`src/rtl/puf_ctrl.sv`:
```
// puf_ctrl: steps the 32-arbiter PUF array through three fixed challenges and majority-votes
// repeated races per bit. The result is a 96-bit device ID plus a count of non-unanimous bits.
module puf_ctrl #(
    parameter int unsigned SAMPLES    = 7,
    parameter int unsigned SETTLE_CYC = 4,
    parameter int unsigned EVAL_CYC   = 8,
    parameter logic [31:0] CHAL0      = 32'h5A5A_C3C3,
    parameter logic [31:0] CHAL1      = 32'h0F1E_2D3C,
    parameter logic [31:0] CHAL2      = 32'hA5F0_9E17
) (
    input  logic        clk_i,
    input  logic        rst_ni,
    input  logic        start_i,
    output logic        busy_o,
    output logic        done_o,
    output logic        id_valid_o,
    output logic [95:0] id_o,
    output logic [6:0]  unstable_o,
    output logic        puf_enable_o,
    output logic [31:0] puf_challenge_o,
    input  logic [31:0] puf_resp_i
);

    localparam int unsigned   TMAX        = (SETTLE_CYC > EVAL_CYC) ? SETTLE_CYC : EVAL_CYC;
    localparam int unsigned   TW          = $clog2(TMAX + 1);
    localparam logic [TW-1:0] SETTLE_LAST = TW'(SETTLE_CYC - 1);
    localparam logic [TW-1:0] EVAL_LAST   = TW'(EVAL_CYC - 1);
    localparam logic [3:0]    SMP_LAST    = 4'(SAMPLES - 1);
    localparam logic [3:0]    SMP_ALL     = 4'(SAMPLES);
    localparam logic [3:0]    MAJORITY    = 4'((SAMPLES + 1) / 2);

    typedef enum logic [2:0] {
        S_IDLE,
        S_SETTLE,
        S_EVAL,
        S_VOTE,
        S_DONE
    } state_t;

    state_t          state, state_n;
    logic [TW-1:0]   tmr, tmr_n;
    logic [3:0]      smp, smp_n;
    logic [1:0]      ch, ch_n;
    logic            start_run, last_eval, do_vote;
    logic [31:0]     resp_meta, resp_sync;
    logic [3:0]      cnt [32];
    logic [31:0]     vote;
    logic [5:0]      unstable_inc;

    function automatic logic [31:0] chal_of(input logic [1:0] c);
        case (c)
            2'd0:    return CHAL0;
            2'd1:    return CHAL1;
            default: return CHAL2;
        endcase
    endfunction

    // The array response is asynchronous to clk_i, so it is always double-registered.
    always_ff @(posedge clk_i) begin
        if (!rst_ni) begin
            resp_meta <= '0;
            resp_sync <= '0;
        end else begin
            resp_meta <= puf_resp_i;
            resp_sync <= resp_meta;
        end
    end

    always_ff @(posedge clk_i) begin
        if (!rst_ni) begin
            state <= S_IDLE;
            tmr   <= '0;
            smp   <= '0;
            ch    <= '0;
        end else begin
            state <= state_n;
            tmr   <= tmr_n;
            smp   <= smp_n;
            ch    <= ch_n;
        end
    end

    always_comb begin
        state_n   = state;
        tmr_n     = tmr;
        smp_n     = smp;
        ch_n      = ch;
        start_run = 1'b0;
        last_eval = 1'b0;
        do_vote   = 1'b0;
        case (state)
            S_IDLE: begin
                if (start_i) begin
                    state_n   = S_SETTLE;
                    tmr_n     = '0;
                    smp_n     = '0;
                    ch_n      = '0;
                    start_run = 1'b1;
                end
            end
            S_SETTLE: begin
                if (tmr == SETTLE_LAST) begin
                    state_n = S_EVAL;
                    tmr_n   = '0;
                end else begin
                    tmr_n = tmr + 1'b1;
                end
            end
            S_EVAL: begin
                if (tmr == EVAL_LAST) begin
                    last_eval = 1'b1;
                    tmr_n     = '0;
                    if (smp < SMP_LAST) begin
                        smp_n   = smp + 4'd1;
                        state_n = S_SETTLE;
                    end else begin
                        state_n = S_VOTE;
                    end
                end else begin
                    tmr_n = tmr + 1'b1;
                end
            end
            S_VOTE: begin
                do_vote = 1'b1;
                tmr_n   = '0;
                if (ch < 2'd2) begin
                    ch_n    = ch + 2'd1;
                    smp_n   = '0;
                    state_n = S_SETTLE;
                end else begin
                    state_n = S_DONE;
                end
            end
            S_DONE:  state_n = S_IDLE;
            default: state_n = S_IDLE;
        endcase
    end

    // Majority decision and instability count over the current challenge's counters.
    always_comb begin
        vote         = '0;
        unstable_inc = '0;
        for (int i = 0; i < 32; i++) begin
            vote[i] = (cnt[i] >= MAJORITY);
            if (cnt[i] != 4'd0 && cnt[i] != SMP_ALL) begin
                unstable_inc = unstable_inc + 6'd1;
            end
        end
    end

    // Outputs are registered from the next state so they line up with the state they describe.
    always_ff @(posedge clk_i) begin
        if (!rst_ni) begin
            busy_o          <= 1'b0;
            done_o          <= 1'b0;
            id_valid_o      <= 1'b0;
            id_o            <= '0;
            unstable_o      <= '0;
            puf_enable_o    <= 1'b0;
            puf_challenge_o <= '0;
            for (int i = 0; i < 32; i++) cnt[i] <= '0;
        end else begin
            busy_o          <= (state_n == S_SETTLE) || (state_n == S_EVAL) || (state_n == S_VOTE);
            done_o          <= (state_n == S_DONE);
            puf_enable_o    <= (state_n == S_EVAL);
            puf_challenge_o <= ((state_n == S_SETTLE) || (state_n == S_EVAL)) ? chal_of(ch_n) : '0;
            if (start_run) begin
                id_valid_o <= 1'b0;
                unstable_o <= '0;
                for (int i = 0; i < 32; i++) cnt[i] <= '0;
            end
            if (state_n == S_DONE) begin
                id_valid_o <= 1'b1;
            end
            if (last_eval) begin
                for (int i = 0; i < 32; i++) cnt[i] <= cnt[i] + {3'b000, resp_sync[i]};
            end
            if (do_vote) begin
                case (ch)
                    2'd0:    id_o[31:0]  <= vote;
                    2'd1:    id_o[63:32] <= vote;
                    default: id_o[95:64] <= vote;
                endcase
                unstable_o <= unstable_o + 7'(unstable_inc);
                for (int i = 0; i < 32; i++) cnt[i] <= '0;
            end
        end
    end

endmodule

```
`config.mk`:
```
export PLATFORM = sky130hd
export DESIGN_NAME = puf_ctrl
export DESIGN_NICKNAME = d
export VERILOG_FILES = /design/src/rtl/puf_ctrl.sv
export SDC_FILE = /design/constraint.sdc
export NUM_CORES = 1
export LEC_CHECK = 0
export BUFFER_PORTS_ARGS = -buffer_cell sky130_fd_sc_hd__buf_4
export CAP_MARGIN = 20
export CORE_MARGIN = 3
export CORE_UTILIZATION = 54
export CTS_CLUSTER_SIZE = 24
export DETAILED_ROUTE_END_ITERATION = 10
export PLACE_DENSITY = 0.74
export SETUP_SLACK_MARGIN = 0.05
export SLEW_MARGIN = 10
export SYNTH_ARGS = -nofsm -noshare
export SYNTH_HDL_FRONTEND = slang
export SYNTH_SLANG_ARGS = --single-unit
```
`constraint.sdc`:
```
create_clock -name clk_i -period 40.4 [get_ports clk_i]
set_input_delay 2.02 -clock clk_i [delete_from_list [all_inputs] [get_ports clk_i]]
set_output_delay 2.02 -clock clk_i [all_outputs]
set_load 0.02 [all_outputs]
```
==> results of run 1 <==
## metrics by stage
| step | worst slack (ns) | power [mW] | instance area (sq um) | std cells |
|---|---|---|---|---|
| floorplan | 21.30 | 1.51 | 17000 | 1853 |
| global placement | 20.21 | 1.64 | 18400 | 2328 |
| detailed placement | 19.45 | 1.68 | 18500 | 2329 |
| CTS | 19.34 | 2.01 | 19700 | 2393 |
| global route | 17.46 | 2.17 | 19700 | 2393 |
| finish | 19.22 | 2.01 | 19700 | 2393 |
## state kept, by name, summed over array words and instances, names as in the netlist
register,cells
busy_o,1
ch,2
cnt,128
done_o,1
id_o,96
id_valid_o,1
puf_challenge_o,7
puf_enable_o,1
resp_meta,32
resp_sync,32
smp,4
state,3
tmr,4
unstable_o,7
## power by group
| group | total, mW | switching, mW | internal [mW] |
|---|---|---|---|
| sequential | 0.337 | 0.00528 | 0.331 |
| clock | 0.325 | 0.131 | 0.194 |
| combinational | 1.35 | 0.748 | 0.603 |
| total | 2.01 | 0.884 | 1.13 |
## cell usage in the layout (no fill, tap or decap), drive strengths merged, types with 8 or more instances in the layout
cell type,n
nand2,85
clkinv,9
nor2b,11
o21ai,59
a21oi,105
nor2,302
and2,72
nor3,19
ha,105
nand2b,17
or2,8
and3,42
a31oi,16
a21o,27
or3,30
buf,186
edfxtp,60
nand4,11
mux2i,20
inv,31
xnor2,105
clkbuf,48
a22oi,35
dfxtp,259
nand3,84
xor2,49
nand3b,18
a211oi,99
## Yosys cell counts, types with 5 or more instances
cell      number  area share, %
ha_1         105            7.7
nand3b_1      18           0.79
and3_1        42            1.5
xnor2_2        7           0.67
nand3_1       84            2.5
nor3_1        19           0.56
o31ai_1        5           0.22
nor2b_1       11           0.40
dfxtp_1      259             30
xnor2_4       15            2.4
xnor2_1       83            4.3
o211ai_1       5           0.22
a21o_1        27            1.2
buf_4         26            1.1
a31oi_1       16           0.59
mux2i_1       20            1.2
a21oi_1      104            3.1
nand2b_1      17           0.62
edfxtp_1      60             11
clkbuf_1      74            1.6
nand2_1       83            1.8
and2_1        72            2.6
o21ai_0       57            1.7
xor2_1        45            2.3
a211oi_1      99            4.4
or3_1         30            1.1
nand4_1       11           0.40
buf_1          5           0.11
a22oi_1       34            1.5
inv_1         27           0.60
nand4b_1       5           0.26
nor3b_1        6           0.26
nor2_1       302            6.7
or2_2          7           0.26
## how the worst max path moves through the flow
stage	start	to	slack, ns	depth (start not counted)
2_1_floorplan	cnt[0][0]	unstable_o[5]	21.30	102
3_3_place_gp	cnt[0][5]	unstable_o[5]	20.21	102
3_5_place_dp	cnt[0][6]	unstable_o[5]	19.45	102
4_1_cts	cnt[0][6]	unstable_o[5]	19.34	102
5_1_grt	cnt[0][4]	unstable_o[5]	17.46	102
6_report	cnt[0][6]	unstable_o[5]	19.22	102
## final cells by class
type	instances	area (sq um)
clock inverters	16	208
clock buffers	48	987
repair buffers	186	1420
multi-input cells	1398	9460
fillers	2464	11200
inverters	30	118
well taps	396	495
flip-flops and latches	319	6990
## layer usage
metal,vias up,wire length [um],global-route usage (%)
li1,6792,-,-
met3,63,2210,3.84
met1,6415,17100,29.5
met5,-,0,0
met4,0,872,6.34
met2,353,18800,39.1
## critical path, delay by kind of cell (launching register included)
kind	cells	cell delay [ns]
buffers and inverters	3	0.32
flip-flops	1	0.45
AO/OA/AOI/OAI	27	5.10
AND/OR/NAND/NOR	33	3.69
XOR/XNOR	2	0.49
adder cells (fa/ha/maj)	31	9.69
multiplexers	6	1.26
## kinds of logic after synthesis
kind of cell / synth area share, %
simple gates: 20.8
mux: 1.44
other cells: 0.0220
buf+inv: 3.60
fa+ha+maj: 7.84
compound gates: 14.8
flops: 41.1
xor+xnor: 10.5
==> impl_metrics.yaml, run 1 <==
logic_synthesis:
  synthesis.nets: 1994
  synth_edf_count: 60
  syn_area_per_cell_sq_um: 9.18
  seq_area_frac_synth_pct: 41.1
  ys_async_sr_fraction_pct: 0
  ys_ff_latch: 319
  synth.distinct_cells: 77
  netlist_area_sq_um: 17000
  yosys_most_used_dff: "dfxtp_1"
  netlist_instances: 1853
  yosys_warnings: 0
critical_path:
  critPathKind: "reg2reg"
  cp_slowest_stage_delay_ns: 0.49
  critPathCaptureType: "flop"
  crit_fanout: 7
  required_ns: 40.78
  worst-r2r-cell-count: 102
  startpoint_type: "flop"
  r2r-start: "cnt[0][6]"
  cp_common_cell: "ha_1"
  slowest_stage: "a31oi_1"
  r2r-end: "unstable_o[5]"
  r2r_slack_ns: 19.22
  worstPathArrival_ns: 21.56
cts:
  clockBufferDepth: 3
  cts_resized: 0
  clock-sinks: 319
  cts_hold_buf: 0
  post_cts_buffers: 0
  htree_levels: 2
  clock_latency_ns: 0.53
  numCtsBuffers: 35
  root_buffer: "clkbuf_16"
  cts_tree: "done"
  path_clk_slew_ns: 0.06
sta:
  fin_hold_ws_ns: 0.430
  setup_violations: 0
  rsz0062_at_grt: "false"
  slew_headroom_pct: 36.9
  slew_viol_final: 0
  worst_pin_slew_ns: 0.944
  finalSetupTns_ns: 0
  min_period_ns: 21.18
  final.period_utilization_pct: 52.4
  clock.fmax_ghz: 0.0472
  skew_ns: 0.0140
  hold_viol_final: 0
finish:
  fin_util_pct: 63.8
  layout.nets: 2111
  syn_to_final_growth_pct: 15.6
  n_antenna_cell: 0
  drive_above_1_share_pct: 15.1
floorplan:
  initial_core_util_pct: 55.2
  std_cell_rows: 64
  die_x_um: 184
  pin_count: 174
  dieArea_sq_um: 33700
  die_y_um: 184
  coreArea_sq_um: 30800
power:
  total_leakage_power_nw: 8.19
  powerDensity_nw_per_um2: 102
  vdd_drop_max_uv: 118
global_routing:
  global_route.overflow_total: 0
  grt_max_degree: 89
  grt_first_pass_wirelength_um: 64200
  antenna_found_initial: 0
  grt_pass1_vias: 13100
  groute.usage.overall_pct: 22.7
status:
  status: "finished, final reports clean"
placement:
  io_buffers: 172
  hpwl_um: 27200
  finalWeightedCongestion: 0.834
worst_hold_path:
  hp-class: "reg2reg"
  holdPathEnd: "resp_sync[17]"
  min_from: "resp_meta[17]"
  holdPathStages: 1
drt:
  wirelength_um: 38900
  ant_nets: 0
  first_iter_violations: 757
  wire_per_inst_um: 16.3
  firstDrtPassIters: 5
  drc: 0
  via_per_inst: 5.69
  routed-via-count: 13600
run:
  drv_cap: 0
(Power assumes the default switching activity.)
==> run 2: changes to the inputs <==
--- a/config.mk
+++ b/config.mk
@@ -11,7 +11,7 @@
 export CORE_UTILIZATION = 54
 export CTS_CLUSTER_SIZE = 24
 export DETAILED_ROUTE_END_ITERATION = 10
-export PLACE_DENSITY = 0.74
+export PLACE_DENSITY = 0.77
 export SETUP_SLACK_MARGIN = 0.05
 export SLEW_MARGIN = 10
 export SYNTH_ARGS = -nofsm -noshare
==> constraint.sdc (replaced) <==
create_clock -name clk_i -period 17.6 [get_ports clk_i]
set_input_delay 0.88 -clock clk_i [delete_from_list [all_inputs] [get_ports clk_i]]
set_output_delay 0.88 -clock clk_i [all_outputs]
set_load 0.02 [all_outputs]
==> run 2 against run 1 <==
The run now ends with negative setup slack left. Cell count increased by 4.4%. Clock-buffer cell count decreased by 1. Wire length increased by 9.7%. Clock skew increased by 0.0050 ns. Global-route usage increased by 1.2 points. Critical endpoint is now unstable_o[6]. Highest routed layer unchanged.
==> impl_metrics.yaml, run 2 (synthesized netlist as in run 1, its figures left out) <==
critical_path:
  cp_slowest_stage_delay_ns: 0.38
  startpoint_type: "flop"
  worst-r2r-cell-count: 106
  path_delay_family: "adder cells"
  critPathCaptureType: "flop"
  required_ns: 18.03
  r2r_slack_ns: -0.35
  crit_fanout: 3
  path_buf_inv: 7
  r2r-start: "cnt[0][2]"
  slowest_stage: "fa_2"
  worstPathArrival_ns: 18.38
  r2r-end: "unstable_o[6]"
  critPathKind: "reg2reg"
  cp_common_cell: "ha_4"
cts:
  cts_hold_buf: 0
  clock_latency_ns: 0.53
  cts_tree: "done"
  path_clk_slew_ns: 0.06
  root_buffer: "clkbuf_16"
  numCtsBuffers: 35
  clock-sinks: 319
  htree_levels: 2
  clockBufferDepth: 3
sta:
  skew_ns: 0.0190
  fin_hold_ws_ns: 0.430
  final.period_utilization_pct: 102
  rsz0062_at_grt: "true"
  clock.fmax_ghz: 0.0557
  hold_viol_final: 0
  worst_pin_slew_ns: 0.999
  min_period_ns: 17.95
  layout_setup_ws_ns: -0.345
  setup_violations: 4
  slew_viol_final: 0
  slew_headroom_pct: 33.2
drt:
  first_iter_violations: 1017
  via_per_inst: 5.79
  wire_per_inst_um: 17.1
  ant_nets: 0
  wirelength_um: 42700
  drc: 0
  firstDrtPassIters: 5
  routed-via-count: 14500
finish:
  final_common_cell: "nor2_1"
  n_antenna_cell: 0
  largestRegisters: "cnt x128, id_o x96"
  final_cell_mix: "292 x nor2_1, 291 x buf_4, 257 x dfxtp_1, 99 x a211oi_1, 96 x a21oi_1"
  layout.nets: 2219
  drive_above_1_share_pct: 23.1
  fillers: 2236
  top_register: "cnt"
  syn_to_final_growth_pct: 23.4
  largest_reg_flops: 128
floorplan:
  die_x_um: 184
  die_y_um: 184
  coreArea_sq_um: 30800
  pin_count: 174
  initial_core_util_pct: 55.2
  std_cell_rows: 64
  dieArea_sq_um: 33700
global_routing:
  global_route.overflow_total: 0
  antenna_found_initial: 0
  grt_pass1_vias: 13800
  grt_max_degree: 94
  grt_first_pass_wirelength_um: 67100
  groute.usage.overall_pct: 23.8
worst_hold_path:
  holdPathEnd: "resp_sync[22]"
  min_from: "resp_meta[22]"
  holdPathStages: 1
  hp-class: "reg2reg"
placement:
  io_buffers: 172
  finalWeightedCongestion: 0.895
  hpwl_um: 27700
status:
  status: "complete, but fails checks"
  violations: "negative setup slack"
run:
  drv_cap: 0
## run 2: changes by cell type in the layout (fill, tap and decap cells not counted), sizes merged
cell	before	now
clkinv	9	10
clkbuf	48	47
clkinvlp	3	1
buf	186	294
## run 2: what timing repair did
action / 4_1_cts / 5_1_grt
resized for setup: 32 / 48
pin swaps: 26 / 58
buffers inserted: 59 / 13
setup endpoints to repair: 6 / 6
## run 2: through the flow
step                      setup slack [ns]  cells  cell area, sq um  TNS [ns]  util, %
after floorplan                     0.0636   1853             17200         0        -
after global placement            -0.00391   2367             18900  -0.00391     61.3
after detailed placement            -0.652   2367             18900     -2.31     61.3
after CTS                           -0.194   2488             20600    -0.501     66.9
after global routing                 -1.06   2499             21000     -5.15     68.1
final                               -0.345   2499             21000     -1.14     68.1
## run 2: final cells by class
class                   instances  area (sq um)  area share (%)
clock buffers                  47           983            4.68
multi-input cells            1398         10000            47.7
repair buffers                294          2220            10.6
well taps                     396           495            2.36
inverters                      30           119           0.566
clock inverters                15           175           0.834
flip-flops and latches        319          6990            33.3
## run 2: worst max path at each step
stage / startpoint / end / slack, ns / depth (start not counted)
floorplan: cnt[0][0] / unstable_o[5] / 0.06 / 105
global placement: cnt[0][0] / unstable_o[5] / -0.004 / 105
CTS: cnt[0][0] / unstable_o[5] / -0.19 / 105
finish: cnt[0][2] / unstable_o[6] / -0.35 / 106
detailed placement: cnt[0][0] / unstable_o[5] / -0.65 / 105
global route: cnt[0][2] / unstable_o[6] / -1.06 / 106
## run 2: metal layers
layer / track usage, % / vias to the layer above / share of wire (%)
li1: - / 7007 / -
met1: 29.7 / 6854 / 42
met2: 41.7 / 512 / 48
met3: 4.21 / 100 / 7.0
met4: 8.23 / 0 / 3.3
met5: 0 / - / 0
Power of run 2 is not shown: default switching activity piles up to over one toggle a cycle in this logic, so the estimate is an artifact.
==> run 3: changes to the inputs <==
==> constraint.sdc (replaced) <==
create_clock -name clk_i -period 15.1 [get_ports clk_i]
set_input_delay 0.755 -clock clk_i [delete_from_list [all_inputs] [get_ports clk_i]]
set_output_delay 0.755 -clock clk_i [all_outputs]
set_load 0.02 [all_outputs]
==> run 3 against run 2 <==
The run still ends with negative setup slack left. Highest routed layer unchanged. Critical endpoint is now unstable_o[5]. Wire length grew 9.5%. Clock-buffer cell count grew 7. Register-to-register slack lost 2.4 ns. Clock skew grew 0.0091 ns.
==> impl_metrics.yaml, run 3 (synthesized netlist as in run 1, its figures left out) <==
drt:
  drc: 0
  firstDrtPassIters: 6
  ant_nets: 0
  first_iter_violations: 1241
  routed-via-count: 15200
  wirelength_um: 46700
  via_per_inst: 5.79
  wire_per_inst_um: 17.8
critical_path:
  startpoint_type: "flop"
  worstPathArrival_ns: 18.20
  required_ns: 15.50
  cp_common_cell: "ha_4"
  crit_fanout: 3
  cp_slowest_stage_delay_ns: 0.36
  critPathCaptureType: "flop"
  slowest_stage: "or3_1"
  critPathKind: "reg2reg"
placement:
  finalWeightedCongestion: 0.893
  dpl.cell_count: 2446
  io_buffers: 172
  preCtsSetupSlack_ns: -2.51
  hpwl_um: 28900
cts:
  htree_levels: 2
  clockBufferDepth: 3
  numCtsBuffers: 36
  cts_tree: "done"
  clock-sinks: 319
  root_buffer: "clkbuf_16"
  clock_latency_ns: 0.54
  cts_hold_buf: 0
  path_clk_slew_ns: 0.06
global_routing:
  grt_first_pass_wirelength_um: 75500
  antenna_found_initial: 0
  global_route.overflow_total: 0
  grt_max_degree: 65
  groute.usage.overall_pct: 27.1
  grt_pass1_vias: 15000
floorplan:
  initial_core_util_pct: 55.2
  die_x_um: 184
  pin_count: 174
  std_cell_rows: 64
  die_y_um: 184
  dieArea_sq_um: 33700
  coreArea_sq_um: 30800
status:
  status: "complete, but fails checks"
  violations: "negative setup slack"
finish:
  multi_input_area_sq_um: 10100
  final_common_cell: "buf_4"
  instances_no_fill: 2623
  n_antenna_cell: 0
  final_cell_mix: "407 x buf_4, 292 x nor2_1, 257 x dfxtp_1, 99 x a211oi_1, 96 x a21oi_1"
  drive_above_1_share_pct: 27.8
  top_register: "cnt"
  fillers: 2129
  largest_reg_flops: 128
  seq_area_sq_um: 6990
  syn_to_final_growth_pct: 29.8
  layout.nets: 2342
  largestRegisters: "cnt x128, id_o x96"
sta:
  final.period_utilization_pct: 118
  skew_ns: 0.0281
  slew_headroom_pct: 36.2
  setup_violations: 6
  slew_viol_final: 0
  clock.fmax_ghz: 0.0562
  hold_viol_final: 0
  worst_pin_slew_ns: 0.958
  rsz0062_at_grt: "true"
  min_period_ns: 17.80
  layout_setup_ws_ns: -2.70
run:
  drv_cap: 0
worst_hold_path:
  hp-class: "reg2reg"
## run 3: worst paths after layout
path / start / end / slack, ns / cells past startpoint
setup / recovery: cnt[0][0] / unstable_o[5] / -2.70 / 104
hold / removal: resp_meta[12] / resp_sync[12] / 0.43 / 1
setup reg to reg: cnt[0][0] / unstable_o[5] / -2.70 / 104
hold reg to reg: resp_meta[12] / resp_sync[12] / 0.43 / 1
## run 3: final cells by class
type,instances,area share (%)
well taps,396,2.24
repair buffers,416,14.3
multi-input cells,1398,45.7
clock inverters,10,0.578
flip-flops and latches,319,31.6
clock buffers,54,5.05
inverters,30,0.538
## run 3: repair_timing
action / 4_1_cts / 5_1_grt
resized for setup: 33 / 50
cloned: 0 / 0
endpoints found under the setup margin: 6 / 6
buffers inserted: 109 / 15
pin swaps: 29 / 70
endpoints found under the hold margin: 0 / 0
## run 3: routing by layer
metal	GRT usage (%)	part of all wire [%]	up-vias
li1	-	-	7233
met4	12.4	4.6	0
met1	33.4	41	7239
met5	0	0	-
met3	4.61	6.0	160
met2	46.5	49	547
## run 3: critical path: cells and delay by family, from the launching register on
family                     cells  cell delay [ns]
AOI/OAI and AO/OA             28             3.99
xor gates and xnor gates       1             0.17
adders and majority gates     30             8.00
buffers and inverters          6             0.58
DFF                            1             0.32
muxes                          6             1.51
and+or+nand+nor               33             3.06
## run 3: through the flow
| step | hold WS (ns) | instance area, sq um | utilization, % | TNS (ns) |
|---|---|---|---|---|
| after global placement | 0.413 | 19600 | 63.5 | -10.36 |
| final | 0.431 | 22100 | 71.7 | -14.63 |
| after floorplan | 0.412 | 17300 | - | -10.18 |
| after global routing | 0.422 | 22100 | 71.7 | -18.79 |
| after detailed placement | 0.420 | 19600 | 63.5 | -13.61 |
| after CTS | 0.421 | 21800 | 70.7 | -12.90 |
Power of run 3 is left out for the same reason.
